## src/rtl/priority_encoder_comb.sv

```systemverilog
// priority_encoder_comb: MSB-first priority encoder, index of highest set bit plus any-set flag.
module priority_encoder_comb #(
    parameter int WIDTH = 4,
    localparam int YW = (WIDTH > 1) ? $clog2(WIDTH) : 1
) (
    input  logic [WIDTH-1:0] d,
    output logic [YW-1:0]    idx,
    output logic             any
);
    // Ascending scan so the highest set bit is the last one to write idx.
    always_comb begin
        idx = '0;
        for (int i = 0; i < WIDTH; i++)
            if (d[i]) idx = YW'(i);
    end
    assign any = |d;
endmodule

```

## src/rtl/priority_encoder.sv

```systemverilog
// priority_encoder: registered MSB-first priority encoder with one-cycle latency.
module priority_encoder #(
    parameter int WIDTH = 4,
    localparam int YW = (WIDTH > 1) ? $clog2(WIDTH) : 1
) (
    input  logic             clk,
    input  logic             rst,
    input  logic [WIDTH-1:0] d,
    output logic [YW-1:0]    y,
    output logic             valid
);
    logic [YW-1:0] y_d, y_q;
    logic          valid_d, valid_q;
    priority_encoder_comb #(.WIDTH(WIDTH)) u_comb (
        .d  (d),
        .idx(y_d),
        .any(valid_d)
    );
    always_ff @(posedge clk or posedge rst) begin
        if (rst) begin
            y_q     <= '0;
            valid_q <= 1'b0;
        end else begin
            y_q     <= y_d;
            valid_q <= valid_d;
        end
    end
    assign y     = y_q;
    assign valid = valid_q;
endmodule

```

## config.mk

```make
export PLATFORM = sky130hd
export DESIGN_NAME = priority_encoder
export DESIGN_NICKNAME = d
export VERILOG_FILES = /design/src/rtl/priority_encoder_comb.sv /design/src/rtl/priority_encoder.sv
export SDC_FILE = /design/constraint.sdc
export NUM_CORES = 1
export LEC_CHECK = 0
export CAP_MARGIN = 20
export CORE_AREA = 2 2 39 41
export DETAILED_ROUTE_END_ITERATION = 10
export DIE_AREA = 0 0 41 43
export PLACE_DENSITY = 0.33
export SLEW_MARGIN = 20
export SYNTH_ARGS = -nofsm -noshare
export SYNTH_HDL_FRONTEND = slang
export SYNTH_SLANG_ARGS = --single-unit
```

## constraint.sdc

```tcl
create_clock -name clk -period 0.8 [get_ports clk]
set_input_delay 0.16 -clock clk [delete_from_list [all_inputs] [get_ports clk]]
set_output_delay 0.16 -clock clk [all_outputs]
set_load 0.02 [all_outputs]
```

## After elaboration in Yosys (flattened, before gate mapping)

Cells that the tools add are included.

- Bits in registers: 3
- Input bits: 6
- Output and inout bits: 3
- Word-level logic and storage cells: 6

- Multiplexer cells: 3
- Reduce and logical (&&, ||, !) cells: 1

Operators by type and width:

| operator | number |
|---|---|
| 2-bit 2-to-1 mux | 2 |
| 4-bit OR reduction | 1 |
| 1-bit 2-to-1 mux | 1 |

## Depth between registers and ports, before layout

- Depth in word-level cells: 3
- Mapped depth: 2
- Gate-level depth less buffers: 2

## Modules after synthesis

A second synthesis with hierarchy kept.

- Cells, all modules: 8
- Area, all modules: 102.6 um2

Modules (own cells, without submodules):

| module | times used | cells an instance | area an instance (um2) | seq. area each (um2) |
|---|---|---|---|---|
| priority_encoder | 1 | 4 | 78.8 | 75.1 |
| priority_encoder_comb | 1 | 4 | 23.8 | 0.0 |

## Worst setup path before layout

No wires, ideal clock.

- Path kind: input -> register
- Start point: input d[2]
- End point: register valid_q (netlist: valid)
- Arrival time: 662 ps
- Required time: 668 ps
- Setup slack: 6 ps
- Cell stages on the path: 2
- Buffers on the path: 0
- Path through: or2_1 or3_1

- Longest elaborated chain between the ends: 1

RTL lines:

| what | RTL line | text |
|---|---|---|
| from (decl) | priority_encoder.sv:8 | `input logic [WIDTH-1:0] d,` |
| 4-bit OR reduction | priority_encoder_comb.sv:16 | `assign any = \|d;` |
| via u_comb.any | priority_encoder_comb.sv:8 | `output logic any` |
| to (signal assigned) | priority_encoder.sv:25 | `valid_q <= valid_d;` |
| to (decl) | priority_encoder.sv:13 | `logic valid_d, valid_q;` |

The timed path passes the listed nets, and every way through them passes these cells.

## Worst setup path in the final report

- Start point: register y_q[0] (netlist: y[0])
- End point: output y[0]

RTL lines:

| what | RTL line | text |
|---|---|---|
| from (decl) | priority_encoder.sv:12 | `logic [YW-1:0] y_d, y_q;` |
| from (signal assigned) | priority_encoder.sv:24 | `y_q <= y_d;` |
| to (decl) | priority_encoder.sv:9 | `output logic [YW-1:0] y,` |

No word-level cell between the ends.

==> summary.txt <==
Status
  – Status: complete, but fails checks
  – Failing checks: setup timing

Floorplanning
  – Die width: 41 um
  – I/O pin count: 9
  – Die area: 0.00176 mm2
  – FP Rows: 14
  – Core area: 0.00138 mm2
  – Initial Util: 0.0741
  – Die H: 43 um

Route
  – Wire length per cell: 6.75 um
  – Vias: 90
  – DRC violations left: 0
  – Routed Antenna Nets: 0
  – WL final: 243 um
  – Drt first pass iters: 2
  – Starting DRC count in detailed routing: 3
  – Average vias per placed instance: 2.50

Timing
  – Endpoints failing setup: 3
  – Fmax: 1.13 GHz
  – Slew Limit Fails: 0
  – Setup WS post-layout: -0.0871 ns
  – Relative slew margins: 0.926
  – Fin crit share: 1.11
  – Tightest Pin Transition: 0.111 ns
  – Crit path time final: 0.887 ns
  – RSZ-0062 raised after global routing: yes
  – Post-route setup TNS: -0.254 ns
  – Final hold vios: 0

Final layout
  – Area growth from synthesis to final layout: 121%
  – Layout cells sized above 1: 0.350
  – # diodes: 0
  – Final net count: 27
  – Final Core Density: 0.164
  – Post-route insts no fill: 36

Critical path
  – Worst Path Arrival: 0.73 ns
  – CP top delay family: flip-flops
  – Worst Setup Path Type: flop to primary output
  – CP Capture Type: primary output
  – CP Max Fanout: 1
  – Number of buffers and inverters on the critical path: 1
  – Critical path's slowest cell: dfrtp_1
  – Required @ worst endpoint: 0.64 ns
  – CP Depth: 1
  – Crit-path cells: buf_6
  – Worst path max stage delay: 0.37 ns
  – Type of origin of the critical path: flop

Yosys
  – Synth Area in Simple Gates: 0.122
  – Synth Area in Compound Gates: 0.0732
  – Net Count, Synth: 14
  – Combinational family with the most area after synthesis: simple AND/OR/NAND/NOR gates
  – FF+latch count, synth: 3
  – Adder-cell share of the synthesized area: 0
  – Ys async rst share: 1.00
  – Dominant cells by area after synthesis: dfrtp_1 73%, a21o_1 7.3%, inv_1 7.3%
  – Predominant post-synthesis flop cell: dfrtp_1
  – Share of the synthesized area in the top cell type: 0.732
  – Ys Warns: 0
  – Avg Synthesized Cell Area: 12.8 um2
  – Area of the mapped netlist: 103 um2
  – Syn Inst Count: 8
  – Sequential share of the synthesized area: 0.732
  – Netlist cell types: 5
  – Mux contribution to synthesized area: 0
  – Top-count cell post-synth: dfrtp_1
  – Dominant cell type by area after synthesis: dfrtp_1
  – EDFF count, synth: 0
  – Top post-synthesis cells by count: 3 x dfrtp_1, 2 x inv_1, 1 x a21o_1, 1 x or2_1, 1 x or3_1
  – Post-Synth XOR/XNOR Area: 0

Power
  – Power share of the clock group: 0.550
  – Pwr dens: 2140 mW/mm2
  – Sw Pwr: 0.104 mW
  – Pwr Total: 0.484 mW
  – Switch share: 0.215
  – Peak supply drop: 0.379 mV
  – Combinational Power Share: 0.113
  – Seq pwr share: 0.337
  – Internal power: 0.380 mW
  – Lkg Pwr: 0.104 nW

Global route
  – Vias in the first global route: 118
  – First-pass GRT wire length: 414 um
  – Initial antenna violation count: 0
  – Global-route usage over all layers: 0.0464
  – Total grt overflow: 0
  – Pin count of the biggest net entering global routing: 4

Placed design
  – Inst Count DP: 32
  – Count of input and output buffers: 8
  – Pre-CTS setup slack: -0.457 ns
  – GP Congestion: 0.532

Hold path
  – Worst hold path class: primary input to async pin

CTS
  – # H-tree levels: 1
  – Num Clock Sinks: 3
  – CTS Root Cell: clkbuf_4
  – TritonCTS Buffers: 3
  – Post-CTS Setup Inserts: 0
  – CTS tree: built
  – CTS max path bufs: 2
  – Post-CTS Hold Fix Bufs: 0
  – CTS clock-pin slew for the worst setup and hold paths: 0.04 ns

Job
  – Maxcap violations: 0
layer usage:
layer,global-route usage,share of wire
met2,0.0313,0.30
met3,0.0366,0.22
met5,0,0
met1,0.0456,0.41
met4,0.100,0.058
timing repair:
item                                    4_1_cts  5_1_grt
pin swaps                                     2        1
endpoints found under the setup margin        4        4
gates resized for setup                      23        1
state kept, by name (all words and copies together) (netlist names):
signal  cells
y           2
valid       1
through the flow:
| step | hold WS, ns | area [um2] |
|---|---|---|
| floorplan | -0.0864 | 103 |
| global placement | 0.340 | 203 |
| detailed placement | 0.336 | 203 |
| global route | 0.101 | 226 |
| finish | 0.0891 | 226 |
| CTS | 0.0839 | 231 |
worst max-delay path by stage:
stage          slack (ns)  endpoint  from
2_1_floorplan       0.006     valid  d[2]
3_3_place_gp        -0.43     valid  d[2]
3_5_place_dp        -0.46     valid  d[2]
4_1_cts             -0.10      y[0]  y[0]
5_1_grt             -0.12      y[0]  y[0]
6_report            -0.09      y[0]  y[0]
kinds of logic (layout without fill, tap and decap cells):
| kind of cell | Yosys count | count (layout) |
|---|---|---|
| DFF | 3 | 3 |
| buffers and inverters | 2 | 14 |
| AOI/OAI and AO/OA | 1 | 1 |
| and+or+nand+nor | 2 | 2 |
cells in the final DEF (no fill, tap or decap), types with 2 or more instances in the layout:
master           netlist  layout
clkbuf_4               0       3
buf_6                  0       3
dfrtp_1                3       3
inv_1                  2       2
clkdlybuf4s50_1        0       2
layout make-up:
| class | instances | area (um2) |
|---|---|---|
| clock buffer | 4 | 26.3 |
| fill | 152 | 1160 |
| inverter | 2 | 7.51 |
| multi-input combinational | 3 | 20.0 |
| sequential | 3 | 75.1 |
| tap | 16 | 20.0 |
| timing repair buffer | 8 | 77.6 |
power groups by stage:
stage | Sequential, mW | Clock (mW) | Combinational, mW
6_report | 0.163 | 0.266 | 0.0546
5_1_grt | 0.164 | 0.288 | 0.0606
3_5_place_dp | 0.164 | 0 | 0.0591
2_1_floorplan | 0.173 | 0 | 0.00873
3_3_place_gp | 0.163 | 0 | 0.0583
4_1_cts | 0.163 | 0.283 | 0.0565
Power figures use the tool's default switching activity.
